`src/rtl/io_unit.sv`:
```
// Port-mapped I/O: 4 captured input ports, 4 FIFO-backed output ports.
// Optional IO_IRQ_EN adds an irq mask register at port 5 and a registered irq.
module io_unit #(
    parameter int WIDTH = 8,
    parameter int DEPTH = 2
) (
    input  logic               clk,
    input  logic               reset,
    input  logic               we_out,
    input  logic               re_in,
    input  logic [2:0]         port_sel,
    input  logic [WIDTH-1:0]   wdata,
    output logic [WIDTH-1:0]   rdata,
    input  logic [4*WIDTH-1:0] in_data,
    input  logic [3:0]         in_valid,
    output logic [3:0]         in_ack,
    output logic [4*WIDTH-1:0] out_data,
    output logic [3:0]         out_valid,
    input  logic [3:0]         out_ready,
    output logic               irq
);
    localparam int AW = (DEPTH > 1) ? $clog2(DEPTH) : 1;
    localparam int CW = AW + 1;

    logic [WIDTH-1:0] hold [4];
    logic [WIDTH-1:0] mem [4][DEPTH];
    logic [AW-1:0]    rd_ptr [4];
    logic [AW-1:0]    wr_ptr [4];
    logic [CW-1:0]    count [4];

    logic [3:0] in_full, in_full_next, cap, rd_hit, wr_hit;
    logic [3:0] ovf, ovf_set, push, pop, out_full, ack;
    logic [3:0] mask;
    logic       ovf_rd;

    always_comb begin
        for (int p = 0; p < 4; p++) begin
            rd_hit[p]       = re_in && (port_sel == 3'(p));
            wr_hit[p]       = we_out && (port_sel == 3'(p));
            cap[p]          = in_valid[p] && !in_full[p];
            in_full_next[p] = cap[p] | (in_full[p] & ~rd_hit[p]);
            out_full[p]     = (count[p] == CW'(DEPTH));
            pop[p]          = (count[p] != '0) && out_ready[p];
            // A full FIFO still accepts the byte when its head leaves this cycle
            push[p]         = wr_hit[p] && (!out_full[p] || pop[p]);
            ovf_set[p]      = wr_hit[p] && !push[p];
        end
    end

    assign ovf_rd = re_in && (port_sel == 3'd6);
    assign in_ack = ack;

    always_comb begin
        out_data = '0;
        out_valid = '0;
        for (int p = 0; p < 4; p++) begin
            out_data[p*WIDTH +: WIDTH] = mem[p][rd_ptr[p]];
            out_valid[p] = (count[p] != '0);
        end
    end

    always_comb begin
        rdata = '0;
        if (re_in) begin
            case (port_sel)
                3'd0, 3'd1, 3'd2, 3'd3:
                    rdata = in_full[port_sel[1:0]] ? hold[port_sel[1:0]] : '0;
                3'd4: rdata = WIDTH'({out_full, in_full});
                3'd5: rdata = WIDTH'(mask);
                3'd6: rdata = WIDTH'(ovf);
                default: rdata = '0;
            endcase
        end
    end

    always_ff @(posedge clk) begin
        if (!reset) begin
            in_full <= '0;
            ack     <= '0;
            ovf     <= '0;
            for (int p = 0; p < 4; p++) begin
                count[p]  <= '0;
                rd_ptr[p] <= '0;
                wr_ptr[p] <= '0;
            end
        end else begin
            in_full <= in_full_next;
            ack     <= cap;
            // A fresh overflow outranks the read-to-clear
            ovf     <= (ovf & ~{4{ovf_rd}}) | ovf_set;
            for (int p = 0; p < 4; p++) begin
                if (push[p])
                    wr_ptr[p] <= wr_ptr[p] + 1'b1;
                if (pop[p])
                    rd_ptr[p] <= rd_ptr[p] + 1'b1;
                count[p] <= count[p] + CW'(push[p]) - CW'(pop[p]);
            end
        end
    end

    always_ff @(posedge clk) begin
        for (int p = 0; p < 4; p++) begin
            if (cap[p])
                hold[p] <= in_data[p*WIDTH +: WIDTH];
            if (push[p])
                mem[p][wr_ptr[p]] <= wdata;
        end
    end

`ifdef IO_IRQ_EN
    logic irq_q;

    always_ff @(posedge clk) begin
        if (!reset) begin
            mask  <= '0;
            irq_q <= 1'b0;
        end else begin
            if (we_out && (port_sel == 3'd5))
                mask <= wdata[3:0];
            irq_q <= |(in_full_next & mask);
        end
    end

    assign irq = irq_q;
`else
    assign mask = 4'd0;
    assign irq  = 1'b0;
`endif

endmodule

```
`config.mk`:
```
export PLATFORM = sky130hd
export DESIGN_NAME = io_unit
export DESIGN_NICKNAME = d
export VERILOG_FILES = /design/src/rtl/io_unit.sv
export SDC_FILE = /design/constraint.sdc
export NUM_CORES = 1
export LEC_CHECK = 0
export ABC_CLOCK_PERIOD_IN_PS = 1600
export BUFFER_PORTS_ARGS = -buffer_cell sky130_fd_sc_hd__clkbuf_2
export CORE_AREA = 2 2 105 107
export CTS_CLUSTER_DIAMETER = 200
export CTS_CLUSTER_SIZE = 10
export DETAILED_ROUTE_END_ITERATION = 8
export DIE_AREA = 0 0 107 109
export GPL_ROUTABILITY_DRIVEN = 0
export MAX_ROUTING_LAYER = met4
export PLACE_DENSITY = 0.83
export SLEW_MARGIN = 25
export SYNTH_ARGS = -nofsm -noshare
export SYNTH_HDL_FRONTEND = slang
export SYNTH_SLANG_ARGS = --single-unit
```
`constraint.sdc`:
```
create_clock -name clk -period 1.6 [get_ports clk]
set_input_delay 0.08 -clock clk [delete_from_list [all_inputs] [get_ports clk]]
set_output_delay 0.08 -clock clk [all_outputs]
set_load 0.05 [all_outputs]
```
Word-level counts from Yosys, hierarchy flattened. Memory sizes are Yosys's and may differ from the RTL's. Index checks and enable logic that the tools add are counted.

Bits in registers: 12. Latch bits: 0. Bits in writable memories: 112. Memory bits (read-only): 0. Logic and storage cells: 219. Memories kept: 5.

Memory list: mem (depth 4, bits a word 16, read ports 4, clocked after memory_dff 0, wr ports 1, RTL line 26) `logic [WIDTH-1:0] mem [4][DEPTH];`; hold (depth 4, bits a word 8, read ports 1, clocked after memory_dff 0, wr ports 4, RTL line 25) `logic [WIDTH-1:0] hold [4];`; count (depth 4, bits a word 2, read ports 4, clocked after memory_dff 0, wr ports 4, RTL line 29) `logic [CW-1:0] count [4];`; rd_ptr (depth 4, bits a word 1, read ports 4, clocked after memory_dff 0, wr ports 4, RTL line 27) `logic [AW-1:0] rd_ptr [4];`; wr_ptr (depth 4, bits a word 1, read ports 4, clocked after memory_dff 0, wr ports 4, RTL line 28) `logic [AW-1:0] wr_ptr [4];`.

Add/subtract/negate cells: 16. Multiply operators: 0. Div/mod/pow operators: 0. $lt $le $gt $ge: 13. Eq/ne operators: 9. Shifts and indexed selects: 0. Mux-type cells: 84. Bitwise logic cells: 35. Reduce and logical (&&, ||, !) cells: 54.

Operators by type and width (count): 2-to-1 mux 16 bit (10); 2-to-1 mux 8 bit (18); OR reduction 16 bit (3); 2-to-1 mux 1 bit (43); demux 8 bit (select 1 bit) (4); logical AND 1 bit (29); case mux 8 bit (3 select lines) (1); >= comparator 2 bit (second input constant) (8); inverter 1 -> 2 bit (8); OR 1 bit (16); 2-to-1 mux 2 bit (7); logical NOT 1 bit (12); adder 1 bit (second input constant) (8); adder 2 x 1 -> 2 bit (4); equality test 2 bit (second input constant) (4); < comparator 2 x 1 -> 1 bit (second input constant) (4); nonzero test 2 bit (4); subtractor 2 x 1 -> 2 bit (4); equality test 3 x 2 -> 1 bit (second input constant) (2); equality test 3 bit (second input constant) (2); AND 1 bit (4); AND 4 bit (1); logical OR 1 bit (4); inverter 1 bit (4); 7 further kinds (7).

Depth between registers and ports, before layout. Gate-level depths: netlist (run 1). An unclocked memory read counts as a cell.

Depth in word-level cells: 11. Gate-level depth with buffers: 9. Gate-level depth less buffers: 9.

Worst setup path after synthesis (run 1). No wires, ideal clock.

Path kind: reg2reg. Start point: memory count[0][1] (netlist name). End point: memory count[0][1] (netlist name). Setup time: 0.115 ns. Arrival: 1.822 ns. Required time: 1.485 ns. Slack: -0.337 ns. Cell stages (with the launch flop): 9. Path buffers: 0. Period minus slack after synthesis: 1.937 ns. Cell sequence: dfxtp_1 > or2_2 > and2_1 > ha_1 > inv_1 > ha_1 > xnor2_1 > xnor2_1 > and2_1.

RTL lines (RTL line): start, declared (29).

Worst setup path in the final report (run 1).
Start point: memory hold[2][4]. End point: output rdata[4].

Cells in the longest elaborated chain, start to end: 4.

Ends and longest elaborated chain: start, declared (RTL line 25); memory read (4 x 8 bit); 2-to-1 mux 8 bit (RTL line 67) `rdata = in_full[port_sel[1:0]] ? hold[port_sel[1:0]] : '0;`; case mux 8 bit (3 select lines) (RTL line 65) `case (port_sel)`; 2-to-1 mux 8 bit (RTL line 64) `if (re_in) begin`; end, declared (RTL line 13) `output logic [WIDTH-1:0] rdata,`.

No other way between the ends.

==> impl_results.md, run 1 <==
- Footprint of the multi-input gates: 1750 sq um
- Fillcell total: 591
- Dpl hpwl: 7240 um
- Initial Utilization: 47.7%
- Routed wire length per instance: 18.9 um
- Post-synthesis simple-gate area fraction: 10.0%
- CP Launch Type: register
- Min Tclk post-route: 1900 ps
- Slew @ Worst Pin: 528 ps
- First-pass GRT wire length: 19200 um
- Kind of critical path: reg2out
- Dominant cells by area after synthesis: edfxtp_1, dfxtp_1, mux2_2
- Crit. End Element: output port
- Synth warn: 0
- Syn nets: 387
- Yosys top cell by area: edfxtp_1
- DIE WIDTH: 107 um
- DRC errors left: 0
- CP Data Arrival Time: 1820 ps
- Hold path cells: 4
- Post-Synth Adder-Cell Area: 1.98%
- Max frequency: 526 MHz
- Die H: 109 um
- Fin worst setup slack: -299 ps
- Clk root buf: clkbuf_8
- Count leader, synth: edfxtp_1
- Placed Cells: 590
- Register area share after synthesis: 69.1%
- CTS buffer count: 17
- Worst path required time: 1520 ps
- Drt pass-1 iters: 4
- Synthesized instance count: 324
- Antenna Nets Post-Route: 0
- Vias/cell: 5.07
- FF-to-FF path depth: 8
- Worst Clk Skew: 7.98 ps
- Synth top cells by count: edfxtp_1, mux2_2, and2_1, dfxtp_1, nor2_1
- Syn_area_per_cell: 15.6 sq um
- Register bit total from synthesis: 124
- Period utilization: 119%
- Cell Pwr Density: 1300 nW/um^2
- IO buf count: 102
- Peak supply drop: 896 uV
- Largest net degree at the start of global routing: 34
- Final std cells w/o fill: 691
- Number of flops mapped to enable cells by yosys: 101
- Status: finished, violations left
- Total GRT Usage: 23.3%
- Slew Viols, Final: 0
- Hold Vio Cnt, Final: 0
- Row cnt: 38
- Fraction of layout cells with a size suffix above 1: 54.0%
- Initial antenna violation count: 1
- Die ar.: 11700 sq um
- Initial DRC count: 151
- RSZ-0062 raised after global routing: yes
- Crit-path max FO: 1
- GRT overflow: 0
- Failing checks: setup timing
- Max_cap viols: 0
- Post-Syn Area: 5050 sq um
- Leakage Power: 0.00316 uW
- # IOs: 104
- # setup viols final: 23
- Worst-path clk slew: 60 ps
- Compound-cell area share of the yosys netlist: 2.72%
- Largest family of logic cells by synthesized area: multiplexers
- Clk_lat worst skew: 510 ps
- Clk sinks: 124
- Final wirelength: 13100 um
- Area grow syn2layout: 58.3%
- Mux contribution to synthesized area: 11.9%
- XOR/XNOR Fraction of Synth Area: 1.91%
- Register area: 3520 sq um
- Relative slew slack: 64.8%
- Finished Core Util: 75.4%
- Core area: 10600 sq um
- CTS tree: done
- Count of cell types in the netlist: 31
- Vias in the first global route: 3744
- Post-synth top flop: edfxtp_1
- Post-synth top area share: 60.0%
- Fin nets: 600
- H-tree levels: 4
- Reg2reg setup slack: -90 ps
- Share of flip-flops with an asynchronous set or reset: 0%
- Vias: 3505
- Worst hold path type: in2reg
- Max Buffers Root-to-Sink: 2
[metrics by stage]
stage	hold slack, ps	TNS, ps	setup WS (ps)	cell area, sq um	total power (uW)
floorplan	179	-491	-133	5160	5180
global placement	257	-83.9	-33.2	6180	5710
detailed placement	259	-626	-82.7	6180	5780
CTS	5.46	-2880	-315	7730	10100
global route	37.1	-4300	-386	8000	10700
finish	14.6	-2940	-299	8000	10400
[cell usage in the layout (no fill, tap or decap), types with 8 or more instances in the layout]
master | Yosys | layout
and2_1 | 23 | 17
buf_12 | 0 | 13
buf_4 | 1 | 40
buf_6 | 2 | 14
buf_8 | 0 | 20
clkbuf_16 | 0 | 16
clkbuf_2 | 0 | 61
dfxtp_1 | 23 | 8
dfxtp_2 | 0 | 10
dlygate4sd3_1 | 0 | 49
edfxtp_1 | 101 | 101
ha_4 | 0 | 8
mux2_2 | 32 | 16
mux2_4 | 0 | 16
mux4_2 | 8 | 8
nand2_1 | 10 | 9
nor2_1 | 21 | 15
nor2b_1 | 11 | 11
[path summary, 6_finish.rpt]
path,from,to
min reg2reg,ovf[2]$_SDFF_PN0_,ovf[2]$_SDFF_PN0_
min,out_ready[2],ovf[2]$_SDFF_PN0_
max reg2reg,count[1][1]$_SDFF_PN0_,count[1][1]$_SDFF_PN0_
max,hold[2][4]$_DFFE_PP_,rdata[4]
[report_power, final]
group / internal [uW] / leakage, uW / switching, uW
Combinational: 1320 / 0.00173 / 1350
Sequential: 3690 / 0.00113 / 119
Clock: 2410 / 0.000299 / 1490
[routing by layer]
| layer | global-route usage (%) | wire, um | part of all wire (%) | up-vias |
|---|---|---|---|---|
| met5 | - | 0 | 0 | - |
| li1 | - | - | - | 1610 |
| met4 | 7.98 | 248 | 1.9 | 0 |
| met1 | 24.5 | 4740 | 36 | 1701 |
| met3 | 5.62 | 764 | 5.8 | 24 |
| met2 | 42.8 | 7320 | 56 | 170 |
[timing repair]
| action | CTS | global route |
|---|---|---|
| gates resized for setup | 92 | 81 |
| buffers inserted | 13 | 6 |
| hold endpoints to repair | 101 | 0 |
| hold buffers | 49 | 0 |
| setup endpoints to repair | 52 | 78 |
| pin swaps | 18 | 6 |
[flip-flops by register name, summed over array words and instances (netlist names)]
| signal | count |
|---|---|
| ovf | 4 |
| hold | 32 |
| count | 8 |
| in_ack | 4 |
| rd_ptr | 4 |
| in_full | 4 |
| mem | 64 |
| wr_ptr | 4 |
[layout make-up]
type	instances	area share (%)
Antenna cell	1	0.0313
Clock buffer	17	5.18
Clock inverter	15	2.35
Inverter	13	0.610
Multi-Input combinational cell	175	21.8
Sequential cell	124	44.1
Tap cell	140	2.19
Timing Repair Buffer	206	23.7
[worst max-delay path, cell delays in order (launching register included)]
cell,delay (ps)
edfxtp_1,370
mux4_2,500
a32oi_2,180
nor2_2,80
buf_12,170
[cells by family after synthesis]
family | after synthesis
XOR/XNOR | 11
adder cells (fa/ha/maj) | 8
other | 1
multiplexers | 46
buffers and inverters | 25
AND/OR/NAND/NOR | 88
AO/OA/AOI/OAI | 21
flip-flops | 124
Power figures use the tool's default switching activity.
==> inputs of run 2 (changes only) <==
==> config.mk (replaced) <==
export PLATFORM = sky130hd
export DESIGN_NAME = io_unit
export DESIGN_NICKNAME = d
export VERILOG_FILES = /design/src/rtl/io_unit.sv
export SDC_FILE = /design/constraint.sdc
export NUM_CORES = 1
export LEC_CHECK = 0
export ABC_CLOCK_PERIOD_IN_PS = 1600
export CORE_AREA = 2 2 99 101
export CTS_CLUSTER_DIAMETER = 200
export CTS_CLUSTER_SIZE = 10
export DETAILED_ROUTE_END_ITERATION = 8
export DIE_AREA = 0 0 101 103
export DONT_BUFFER_PORTS = 1
export GPL_ROUTABILITY_DRIVEN = 0
export MAX_ROUTING_LAYER = met4
export PLACE_DENSITY = 0.81
export SLEW_MARGIN = 25
export SYNTH_ARGS = -nofsm -noshare
export SYNTH_HDL_FRONTEND = slang
export SYNTH_SLANG_ARGS = --single-unit
==> run 2 against run 1 <==
Compared with the run above: the run still ends with setup timing left; clock power decreased by 5.6%; critical path depth unchanged; worst hold slack improved by 25 ps.
==> impl_results.md, run 2 (synthesis gave the netlist of run 1 again) <==
- Switching Share: 27.6%
- Crit-path max FO: 1
- Core area: 9460 sq um
- Commonest non-fill, non-tap cell in the layout: edfxtp_1
- Fin worst setup slack: -322 ps
- Min Tclk post-route: 1920 ps
- Largest net degree at the start of global routing: 34
- Period utilization: 120%
- Crit. End Element: output port
- Leakage Power: 0.00256 uW
- Hold Vio Cnt, Final: 0
- Max frequency: 520 MHz
- First-pass GRT wire length: 17900 um
- Fin nets: 497
- Die ar.: 10400 sq um
- H-tree levels: 4
- Slew @ Worst Pin: 977 ps
- Worst Clk Skew: 9.02 ps
- RSZ-0062 raised after global routing: yes
- Worst path required time: 1520 ps
- Reg2reg setup slack: -80 ps
- DRC errors left: 0
- Clk_lat worst skew: 510 ps
- Kind of critical path: reg2out
- # setup viols final: 12
- Worst Setup SP: hold[0][2]$_DFFE_PP_
- Initial antenna violation count: 0
- Vias in the first global route: 3402
- Dpl hpwl: 6750 um
- Initial DRC count: 104
- Vias: 3070
- Clk root buf: clkbuf_8
- Drt pass-1 iters: 4
- Worst-path clk slew: 60 ps
- IO buf count: 0
- Peak supply drop: 850 uV
- DIE WIDTH: 101 um
- Int Power: 6960 uW
- Initial Utilization: 53.4%
- CP Launch Type: register
- # IOs: 104
- Most frequent cells in the layout: edfxtp_1, dlygate4sd3_1, buf_4
- Total GRT Usage: 24.8%
- Relative slew slack: 34.7%
- Area grow syn2layout: 38.7%
- Max_cap viols: 0
- GRT overflow: 0
- Met2 Use GR: 45.4%
- Antenna Nets Post-Route: 0
- N_diodes: 0
- Placed Cells: 464
- Layer carrying the most global-route usage: met2
- CTS buffer count: 17
- FF-to-FF End: count[0][1]$_SDFF_PN0_
- Dpl ws: -115 ps
- Die H: 103 um
- Slew Viols, Final: 0
- Sequential power share: 40.3%
- Cell Pwr Density: 1370 nW/um^2
- Row cnt: 36
- Final std cells w/o fill: 561
- Met3 Use GR: 9.15%
- Status: finished, violations left
- CP Data Arrival Time: 1840 ps
- Vias/cell: 5.47
- CTS tree: done
- Fraction of layout cells with a size suffix above 1: 39.4%
- Fillcell total: 564
- CP Capture Point: rdata[2]
- Final wirelength: 11800 um
- Critical R2R Launch: count[0][1]$_SDFF_PN0_
- FF-to-FF path depth: 8
- Clk sinks: 124
- Routed wire length per instance: 21.1 um
- Max reg flops: 64
- M1 GR Usage: 24.2%
- Clock power share: 38.3%
- Setup TNS: -2410 ps
- Failing checks: setup timing
- Switching power: 2650 uW
- Worst hold path type: in2reg
- Combinational power share: 21.4%
- Max Buffers Root-to-Sink: 2
run 2: cell types whose count changed in the layout (fill, tap and decap cells not counted), sizes merged:
cell,delta
dlygate4sd3,+5
diode,-1
inv,-6
clkinvlp,+4
buf,-39
clkbuf,-67
run 2: worst min path at each step:
stage | start | cells after the start | slack (ps) | to
5_1_grt | in_valid[3] | 2 | 20 | hold[3][0]$_DFFE_PP_
2_1_floorplan | in_data[0] | 0 | 180 | hold[0][0]$_DFFE_PP_
3_3_place_gp | in_data[17] | 0 | 180 | hold[2][1]$_DFFE_PP_
6_report | in_valid[3] | 2 | 40 | hold[3][0]$_DFFE_PP_
4_1_cts | in_valid[2] | 2 | 9 | hold[2][6]$_DFFE_PP_
3_5_place_dp | in_data[2] | 0 | 180 | hold[0][2]$_DFFE_PP_
run 2: critical path, stage by stage, from the launching register on:
cell and delay [ps]:
edfxtp_1 390, mux4_2 480, a21oi_1 210, nor2_1 80, buf_6 170
run 2: what timing repair did:
item,4_1_cts,5_1_grt
resized for setup,48,26
setup buffers,11,1
hold buffers,54,0
setup endpoints to repair,60,63
pin swaps,24,12
endpoints found under the hold margin,129,0
run 2: cell type report:
cell class	count	area [sq um]	area share, %
Timing Repair Buffer	103	986	14.1
Clock buffer	19	422	6.02
Tap cell	114	143	2.03
Sequential cell	124	3520	50.3
Inverter	13	53.8	0.768
Clock inverter	13	150	2.14
Multi-Input combinational cell	175	1730	24.7
run 2: through the flow:
step | utilization, % | power, uW | cell area, sq um | hold slack (ps)
after floorplan | - | 5180 | 5160 | 179
after global placement | 58.6 | 5450 | 5550 | 179
after detailed placement | 58.6 | 5510 | 5550 | 179
after CTS | 73.0 | 9510 | 6910 | 9.48
after global routing | 74.1 | 9940 | 7010 | 18.6
final | 74.1 | 9610 | 7010 | 39.5
run 2: per-layer routing:
layer	wire, um	vias up	part of all wire, %
li1	-	1408	-
met1	4210	1507	36
met2	6540	134	55
met3	850	21	7.2
met4	240	0	2.0
met5	0	-	0
run 2: power groups by stage:
stage          clock network [uW]  logic [uW]  registers [uW]
3_3_place_gp                    0        1560            3890
4_1_cts                      3700        1960            3850
3_5_place_dp                    0        1600            3910
5_1_grt                      3860        2190            3890
2_1_floorplan                   0        1370            3820
6_report                     3680        2060            3870
==> inputs of run 3 (changes only) <==
--- a/config.mk
+++ b/config.mk
@@ -6,15 +6,16 @@
 export NUM_CORES = 1
 export LEC_CHECK = 0
 export ABC_CLOCK_PERIOD_IN_PS = 1600
-export CORE_AREA = 2 2 99 101
+export CORE_AREA = 2 2 85 119
+export CTS_BUF_LIST = sky130_fd_sc_hd__clkbuf_2
 export CTS_CLUSTER_DIAMETER = 200
 export CTS_CLUSTER_SIZE = 10
 export DETAILED_ROUTE_END_ITERATION = 8
-export DIE_AREA = 0 0 101 103
+export DIE_AREA = 0 0 87 121
 export DONT_BUFFER_PORTS = 1
 export GPL_ROUTABILITY_DRIVEN = 0
 export MAX_ROUTING_LAYER = met4
-export PLACE_DENSITY = 0.81
+export PLACE_DENSITY = 0.71
 export SLEW_MARGIN = 25
 export SYNTH_ARGS = -nofsm -noshare
 export SYNTH_HDL_FRONTEND = slang
==> run 3 against run 2 <==
Compared with the run above: die area increased by 1.2%; largest power group unchanged; the flow still finishes with violations (setup timing); sequential power is 2% lower; highest routed layer unchanged; total power down 16%; via count rose by 8.9%; worst setup slack lost 230 ps; critical endpoint is now rdata[0].
==> impl_results.md, run 3 (synthesis gave the netlist of run 1 again) <==
- Status: finished, violations left
- Failing checks: setup timing
- # IOs: 104
- CTS tree: done
- Vias in the first global route: 3733
- FF-to-FF path depth: 8
- Die H: 121 um
- Overall Power: 8100 uW
- Worst Clk Skew: 24.1 ps
- First-pass GRT wire length: 18500 um
- Fraction of layout cells with a size suffix above 1: 39.2%
- Max frequency: 464 MHz
- Worst path required time: 1520 ps
- Period utilization: 135%
- Leakage Power: 0.00274 uW
- Slew Viols, Final: 0
- Row cnt: 42
- Reg2reg setup slack: -80 ps
- Vias/cell: 5.55
- # setup viols final: 45
- Int Power: 5560 uW
- Drt pass-1 iters: 4
- Relative slew slack: 65.1%
- CP top delay family: multiplexers
- DRC errors left: 0
- Slowest stage cell on the critical path: mux4_2
- Hold Crit Start: in_valid[2]
- Clk_lat worst skew: 690 ps
- GRT overflow: 0
- IO buf count: 0
- Initial DRC count: 176
- Initial Utilization: 53.7%
- Clock power share: 23.2%
- Antenna Nets Post-Route: 0
- DIE WIDTH: 87 um
- H-tree levels: 4
- CP Launch Type: register
- Critical Path Max Stage Delay: 550 ps
- CTS buffer count: 17
- Worst-path clk slew: 170 ps
- Vias: 3344
- Min Tclk post-route: 2150 ps
- WHS Endpoint: in_full[2]$_SDFF_PN0_
- Max_cap viols: 0
- Worst hold path type: in2reg
- Kind of critical path: reg2out
- Routed wire length per instance: 20.7 um
- Largest net degree at the start of global routing: 34
- Register area: 3520 sq um
- Worst Path Buf+Inv: 1
- Critical R2R Launch: count[1][0]$_SDFF_PN0_
- Hold Vio Cnt, Final: 0
- Hold path cells: 3
- Dpl hpwl: 6470 um
- Peak supply drop: 773 uV
- Total GRT Usage: 24.8%
- Combinational power share: 29.8%
- Footprint of the multi-input gates: 1800 sq um
- Max Buffers Root-to-Sink: 2
- CP Cell Sequence: mux4_2 > a21oi_2 > nor2_1 > buf_6
- RSZ-0062 raised after global routing: yes
- Cell Pwr Density: 1120 nW/um^2
- Area grow syn2layout: 43.6%
- Worst Setup SP: hold[3][0]$_DFFE_PP_
- Final wirelength: 12500 um
- Sequential power share: 47.0%
- Core area: 9410 sq um
- Initial antenna violation count: 0
- Fillcell total: 521
- CP Data Arrival Time: 2070 ps
- Fin worst setup slack: -553 ps
- N_diodes: 0
- Crit. End Element: output port
- Finished Core Util: 77.2%
- Die ar.: 10500 sq um
- Clk root buf: clkbuf_2
- Fin nets: 542
- FF-to-FF End: count[1][1]$_SDFF_PN0_
- WHS: 152 ps
- Commonest non-fill, non-tap cell in the layout: edfxtp_1
- Slew @ Worst Pin: 524 ps
- Clk sinks: 124
- Max reg flops: 64
- Crit-path max FO: 1
- Most frequent cells in the layout: edfxtp_1, dlygate4sd3_1, mux2_4
- Switching power: 2530 uW
- Switching Share: 31.3%
run 3: how the worst max path moves through the flow:
| stage | to | cells past startpoint |
|---|---|---|
| final | rdata[0] | 4 |
| after floorplan | count[1][1]$_SDFF_PN0_ | 8 |
| after CTS | rdata[4] | 4 |
| after global placement | count[0][1]$_SDFF_PN0_ | 8 |
| after detailed placement | count[0][1]$_SDFF_PN0_ | 8 |
| after global routing | rdata[0] | 4 |
run 3: metrics by stage:
stage | area, sq um | setup slack [ps] | TNS [ps] | cells
after global routing | 7260 | -616 | -11240 | 602
final | 7260 | -553 | -6600 | 602
after CTS | 7070 | -510 | -11120 | 594
after global placement | 5580 | -91.8 | -180 | 460
after detailed placement | 5580 | -97.8 | -635 | 460
after floorplan | 5160 | -133 | -491 | 324
run 3: worst reg2reg max path, cell delays in order, from the launching register on:
cell	delay (ps)
dfxtp_2	360
or2_4	240
and2_4	170
ha_4	250
inv_2	40
ha_4	150
xnor2_2	130
xnor2_1	130
and2_1	140
run 3: layout make-up:
class                      instances  share of cell area (%)
clock buffer                      20                    1.38
clock inverter                    12                    1.71
inverter                          13                   0.672
multi-input combinational        175                    24.8
sequential                       124                    48.5
tap                              110                    1.90
timing repair buffer             148                    21.1
run 3: power by group through the flow:
stage	Clock, uW	Sequential, uW	Combinational (uW)
floorplan	0	3820	1370
global placement	0	3890	1600
detailed placement	0	3900	1620
CTS	1880	3830	2170
global route	2060	3820	2530
finish	1880	3800	2410
run 3: what timing repair did:
action / CTS / global route
hold buffers: 90 / 2
setup endpoints to repair: 66 / 92
setup buffers: 12 / 7
hold endpoints to repair: 169 / 28
resized for setup: 77 / 32
gates cloned: 0 / 1
pin swaps: 30 / 8
run 3: metal layers:
layer	global-route usage (%)	vias to the layer above	wire, um
li1	-	1502	-
met1	24.7	1621	4200
met2	42.1	176	6830
met3	7.62	45	895
met4	14.0	0	555
met5	-	-	0
